$ cat src/rtl/fetch_controller.sv
// -----------------------------------------------------------------------------
// fetch_controller
//
// Wavefront fetch scheduler for the fetch stage. It tracks, per wavefront slot,
// whether the slot is active, whether a fetch is in flight (pending) and
// whether that in-flight fetch predates a branch recovery (stale). Each
// request goes to one eligible slot, picked round-robin. The block drives the
// PC store read-and-increment strobe on the instruction-memory handshake and
// tags returning fetches as keep or discard.
//
// Handshake: a request transfers in a cycle where fetch_req_valid and
// fetch_req_ready are both 1. Once raised, fetch_req_valid and fetch_req_wfid
// hold stable until that transfer. The only exception is a same-cycle halt or
// recovery of the requested wavefront (kill), which withdraws the request.
//
// Ports:
//   clk, rst            clock; asynchronous active-low reset
//   wf_dispatch_*       activate a wavefront slot
//   wf_halt_*           deactivate a wavefront slot
//   recover_*           branch recovery for a wavefront
//   ibuff_full          per-wavefront instruction buffer full
//   fetch_req_*         request channel to instruction memory
//   fetch_ack_valid/wfid  instruction return from memory
//   fetch_ack_keep      return is current; write it to the instruction buffer
//   pc_rd_en            PC store read-and-increment strobe (handshake cycle only)
//   pc_wf_id_rd         PC store read id (always equals fetch_req_wfid)
//   state_dbg           FSM state: 0 = IDLE, 1 = ISSUE
// -----------------------------------------------------------------------------
module fetch_controller #(
   parameter int NUM_WF = 40,
   parameter int WFID_W = 6
) (
   input  logic              clk,
   input  logic              rst,
   input  logic              wf_dispatch_valid,
   input  logic [WFID_W-1:0] wf_dispatch_id,
   input  logic              wf_halt_valid,
   input  logic [WFID_W-1:0] wf_halt_id,
   input  logic              recover_valid,
   input  logic [WFID_W-1:0] recover_wfid,
   input  logic [NUM_WF-1:0] ibuff_full,
   output logic              fetch_req_valid,
   output logic [WFID_W-1:0] fetch_req_wfid,
   input  logic              fetch_req_ready,
   input  logic              fetch_ack_valid,
   input  logic [WFID_W-1:0] fetch_ack_wfid,
   output logic              fetch_ack_keep,
   output logic              pc_rd_en,
   output logic [WFID_W-1:0] pc_wf_id_rd,
   output logic              state_dbg
);

   typedef enum logic {
      ST_IDLE  = 1'b0,
      ST_ISSUE = 1'b1
   } state_t;

   localparam logic [WFID_W-1:0] LAST_ID = WFID_W'(NUM_WF - 1);

   state_t              state, state_nx;
   logic [WFID_W-1:0]   rr_ptr, rr_nx;
   logic [WFID_W-1:0]   req_wfid_nx;

   logic [NUM_WF-1:0]   active, active_nx;
   logic [NUM_WF-1:0]   pending, pending_nx;
   logic [NUM_WF-1:0]   stale, stale_nx;
   logic [NUM_WF-1:0]   eligible;

   logic                disp_ok, halt_ok, rec_ok, ack_ok;
   logic                ack_hit;
   logic                kill;
   logic                handshake;

   logic                found;
   logic [WFID_W-1:0]   pick;
   int                  cand;
   logic [WFID_W-1:0]   cand_id;

   // Ids outside the slot range are ignored on every input.
   function automatic logic id_in_range(input logic [WFID_W-1:0] id);
      return 32'(id) < NUM_WF;
   endfunction

   assign disp_ok = wf_dispatch_valid & id_in_range(wf_dispatch_id);
   assign halt_ok = wf_halt_valid     & id_in_range(wf_halt_id);
   assign rec_ok  = recover_valid     & id_in_range(recover_wfid);
   assign ack_ok  = fetch_ack_valid   & id_in_range(fetch_ack_wfid);

   // An ack only counts when that slot really has a fetch in flight.
   assign ack_hit        = ack_ok & pending[fetch_ack_wfid];
   // Keep uses the stale bit as it stood before this cycle's recovery.
   assign fetch_ack_keep = ack_hit & ~stale[fetch_ack_wfid];

   assign eligible    = active & ~pending & ~stale & ~ibuff_full;
   assign pc_wf_id_rd = fetch_req_wfid;
   assign state_dbg   = state;

   // -------------------------------------------------------------------------
   // Round-robin search: first eligible slot at or above rr_ptr, wrapping
   // from NUM_WF-1 back to 0.
   // -------------------------------------------------------------------------
   always_comb begin
      found   = 1'b0;
      pick    = '0;
      cand    = 0;
      cand_id = '0;
      for (int i = 0; i < NUM_WF; i++) begin
         cand = int'(rr_ptr) + i;
         if (cand >= NUM_WF) begin
            cand = cand - NUM_WF;
         end
         cand_id = cand[WFID_W-1:0];
         if (!found && eligible[cand_id]) begin
            found = 1'b1;
            pick  = cand_id;
         end
      end
   end

   // -------------------------------------------------------------------------
   // FSM next-state and outputs
   // -------------------------------------------------------------------------
   always_comb begin
      state_nx        = state;
      rr_nx           = rr_ptr;
      req_wfid_nx     = fetch_req_wfid;
      kill            = 1'b0;
      fetch_req_valid = 1'b0;
      handshake       = 1'b0;
      pc_rd_en        = 1'b0;
      case (state)
         ST_IDLE: begin
            if (found) begin
               req_wfid_nx = pick;
               state_nx    = ST_ISSUE;
            end
         end
         ST_ISSUE: begin
            // A halt or recovery of the requested wavefront in this cycle
            // would fetch from a dead or about-to-be-rewritten PC.
            kill = (wf_halt_valid & (wf_halt_id == fetch_req_wfid)) |
                   (recover_valid & (recover_wfid == fetch_req_wfid));
            fetch_req_valid = ~kill;
            handshake       = fetch_req_valid & fetch_req_ready;
            if (handshake) begin
               pc_rd_en = 1'b1;
               rr_nx    = (fetch_req_wfid == LAST_ID) ? '0 : fetch_req_wfid + 1'b1;
               state_nx = ST_IDLE;
            end else if (kill) begin
               state_nx = ST_IDLE;
            end
         end
         default: begin
            state_nx = ST_IDLE;
         end
      endcase
   end

   // -------------------------------------------------------------------------
   // Per-slot state vectors
   // -------------------------------------------------------------------------
   always_comb begin
      active_nx  = active;
      pending_nx = pending;
      stale_nx   = stale;

      // Halt is applied after dispatch so it wins on a same-id collision.
      if (disp_ok) begin
         active_nx[wf_dispatch_id] = 1'b1;
      end
      if (halt_ok) begin
         active_nx[wf_halt_id] = 1'b0;
      end

      if (handshake) begin
         pending_nx[fetch_req_wfid] = 1'b1;
      end
      if (ack_hit) begin
         pending_nx[fetch_ack_wfid] = 1'b0;
         stale_nx[fetch_ack_wfid]   = 1'b0;
      end
      // A recovery marks the in-flight fetch stale, unless that fetch is
      // returning in this same cycle (it already left with the old stale bit).
      if (rec_ok && pending[recover_wfid] &&
          !(ack_hit && (fetch_ack_wfid == recover_wfid))) begin
         stale_nx[recover_wfid] = 1'b1;
      end
   end

   // -------------------------------------------------------------------------
   // Registers
   // -------------------------------------------------------------------------
   always_ff @(posedge clk or negedge rst) begin
      if (!rst) begin
         state          <= ST_IDLE;
         rr_ptr         <= '0;
         fetch_req_wfid <= '0;
         active         <= '0;
         pending        <= '0;
         stale          <= '0;
      end else begin
         state          <= state_nx;
         rr_ptr         <= rr_nx;
         fetch_req_wfid <= req_wfid_nx;
         active         <= active_nx;
         pending        <= pending_nx;
         stale          <= stale_nx;
      end
   end

endmodule
$ cat config.mk
export PLATFORM = sky130hd
export DESIGN_NAME = fetch_controller
export DESIGN_NICKNAME = d
export VERILOG_FILES = /design/src/rtl/fetch_controller.sv
export SDC_FILE = /design/constraint.sdc
export NUM_CORES = 1
export LEC_CHECK = 0
export ABC_CLOCK_PERIOD_IN_PS = 12400
export BUFFER_PORTS_ARGS = -buffer_cell sky130_fd_sc_hd__buf_2
export CELL_PAD_IN_SITES_DETAIL_PLACEMENT = 1
export CELL_PAD_IN_SITES_GLOBAL_PLACEMENT = 2
export CORE_MARGIN = 2
export CORE_UTILIZATION = 42
export CTS_CLUSTER_DIAMETER = 120
export DETAILED_ROUTE_END_ITERATION = 6
export PLACE_DENSITY = 0.95
export SETUP_SLACK_MARGIN = 0.15
export SLEW_MARGIN = 10
export SYNTH_ARGS = -nofsm -noshare
export SYNTH_HDL_FRONTEND = slang
export SYNTH_SLANG_ARGS = --single-unit
$ cat constraint.sdc
create_clock -name clk -period 12.4 [get_ports clk]
set_clock_uncertainty 0.15 [all_clocks]
set_input_delay 1.24 -clock clk [delete_from_list [all_inputs] [get_ports clk]]
set_output_delay 1.24 -clock clk [all_outputs]
set_load 0.02 [all_outputs]
==> summary.txt <==
status -> finished clean
fillcell total -> 6,215
Yosys warning count -> 0
reg2reg end -> fetch_req_wfid[5]
Distinct cells, synth -> 138
Slew headroom -> 13.93%
synthesized area -> 21,310 µm²
vias in the first global route -> 25,710
CP Capture Type -> flip-flop
most common library cells after synthesis -> 288 x a21oi_1, 266 x nand2_1, 207 x nor2_1
Design Area, Final -> 22,820 µm²
wire length per cell -> 37.49 µm
RR Startpoint -> rr_ptr[1]
postcts setup bufs -> 0
CTS tree -> built
maxcap violations -> 0
# H-tree levels -> 4
hold path depth -> 2
buffer and inverter count on the worst path -> 2
Starting Density -> 42.48%
top cell type's share of synthesized area -> 15.62%
Inserted Clock Buffers -> 17
Post-DP Area -> 22,200 µm²
fmax -> 115.0 MHz
DPL Wire Length -> 102,200 µm
FF-to-FF path depth -> 21
number of gates resized after CTS -> 0
Syn Area/Cell -> 7.571 µm²
GP Congestion -> 1.128
row cnt -> 82
worst-path cell chain -> inv_1 -> ha_1 -> nor2b_1 -> xnor2_2 -> inv_1 -> ha_1 -> nor4b_1 -> a211o_1 -> or2_1 -> o21bai_1 -> nor4b_1 -> a41o_1 -> a21o_1 -> or4_1 -> or4_4 -> nor4_4 -> nand2b_1 -> a21boi_0 -> o31a_1 -> nor3_1 -> a31oi_1
WHS -> 0.3671 ns
Final Hold Vio Count -> 0
crit path DAT -> 8.83 ns
Post-Syn Instances -> 2,815
Synth Flop Type -> dfrtp_1
worst skew pair latency -> 0.46 ns
global route overflow -> 0
final worst-path cycle share -> 70.14%
EDFF count, synth -> 0
register bit total from synthesis -> 133
max-slew violations -> 0
nets -> 2,925
worst-path fanout max -> 19
sequential-to-total area share from yosys stat -> 15.62%
Total GRT Usage -> 48.49%
DRT Pass-1 Iters -> 5
Slew @ Worst Pin -> 1.291 ns
core area -> 50,170 µm²
Critical Path RT -> 12.53 ns
shortest period the worst path allows -> 8.697 ns
Post-Route WL -> 130,500 µm
hold buffers post-CTS -> 0
vias per cell -> 7.636
chip width -> 229.3 µm
CP max stage delay -> 0.98 ns
family with the most delay on the worst path -> simple AND/OR/NAND/NOR gates
IO Count -> 87
Sink Count -> 133
TNS Setup -> 0 ns
Detailed Route Iter0 Violations -> 3,549
first-pass GRT wire length -> 186,700 µm
startpoint types -> flip-flop
R2R setup slack -> 3.70 ns
input/output buffers -> 86
Detail Route Antenna Nets -> 0
pin count of the biggest net entering global routing -> 73
Worst path slowest cell -> ha_1
share of cells above drive strength 1 -> 14.48%
Hold WC Path Type -> reg -> reg
largest area contributor in the netlist -> dfrtp_1
Die ar. -> 52,560 µm²
Area Overhead vs Synth -> 7.074%
via count -> 26,580
Async SR Flop Fraction -> 100.0%
CTS Root Cell -> clkbuf_16
Hold Path Sink -> stale[24]
net count after synthesis -> 2,949
chip height -> 229.3 µm
final setup vio count -> 0
hold_sp -> stale[24]
clock buffer depth -> 2
path type of the worst setup path -> reg -> reg
top cells by area, synth -> dfrtp_1 16%, a21oi_1 6.8%, mux4_2 5.3%, nand2_1 4.7%, o21ai_0 3.9%
antenna violations before repair -> 7
RSZ-0062 raised after global routing -> false
most numerous cell in the Yosys netlist -> a21oi_1
clock-pin transition on the worst setup and hold timing paths -> 0.08 ns
Remaining DRCs -> 0
[worst min-delay path, cell delays in order (launching register included)]
cell and delay, ns:
dfrtp_1 0.37, nand2_1 0.05, o21ai_0 0.06
[per-layer routing]
layer  vias up  part of all wire, %  global-route usage [%]  wire [µm]
met5         -                0.044                       0         57
met4         8                   11                   41.03      13810
met3       574                   10                   8.964      13000
met2      1959                   43                   73.95      55760
met1     13150                   37                   59.20      47840
li1      10880                    -                       -          -
[stage by stage]
stage                     worst slack (ns)  std cells  util [%]
after floorplan                      5.857       2815         -
after global placement               4.100       3444     44.25
after detailed placement             3.983       3444     44.25
after CTS                            3.961       3476     45.46
after global routing                 3.303       3476     45.47
final                                3.703       3480     45.49
[cells by family (layout without fill, tap and decap cells)]
kind of cell | Yosys count | in the layout | share of synthesized area [%]
DFF | 133 | 133 | 15.62
and+or+nand+nor | 1078 | 1078 | 28.08
muxes | 142 | 142 | 9.839
buffers and inverters | 270 | 259 | 5.736
adders and majority gates | 63 | 63 | 3.734
xor gates and xnor gates | 82 | 82 | 3.616
other | 0 | 4 | 0
AOI/OAI and AO/OA | 1047 | 1047 | 33.38
[final cells by class]
cell class,count,area (µm²),share of cell area (%)
multi-input cells,2412,16810,73.66
flip-flops and latches,133,3334,14.61
repair buffers,150,925.9,4.057
well taps,672,840.8,3.684
clock buffers,17,425.4,1.864
inverters,77,291.5,1.277
clock inverters,15,182.7,0.8005
diodes,4,10.01,0.04386
[worst max-delay path by stage]
| stage | from | to | slack (ns) | depth (start not counted) |
|---|---|---|---|---|
| detailed placement | rr_ptr[1] | fetch_req_wfid[5] | 3.98 | 21 |
| global placement | rr_ptr[1] | fetch_req_wfid[5] | 4.10 | 21 |
| finish | rr_ptr[1] | fetch_req_wfid[5] | 3.70 | 21 |
| CTS | rr_ptr[1] | fetch_req_wfid[5] | 3.96 | 21 |
| floorplan | rr_ptr[1] | fetch_req_wfid[1] | 5.86 | 28 |
| global route | rr_ptr[1] | fetch_req_wfid[4] | 3.30 | 21 |
[state kept, by name (all words and copies together), names as in the netlist]
name	count
state_dbg	1
pending	40
fetch_req_wfid	6
stale	40
active	40
rr_ptr	6
[cell usage in the layout (no fill, tap or decap), drive strengths merged, types with 70 or more instances in the layout]
master / synthesis / routed
mux2i: 70 / 70
nor2: 208 / 208
inv: 75 / 84
a21oi: 291 / 291
buf: 80 / 150
dfrtp: 133 / 133
o21ai: 175 / 175
o22ai: 70 / 70
nand2: 267 / 267
nor3: 103 / 103
Power is not shown: default switching activity piles up to over one toggle a cycle in this logic, so the estimate is an artifact.
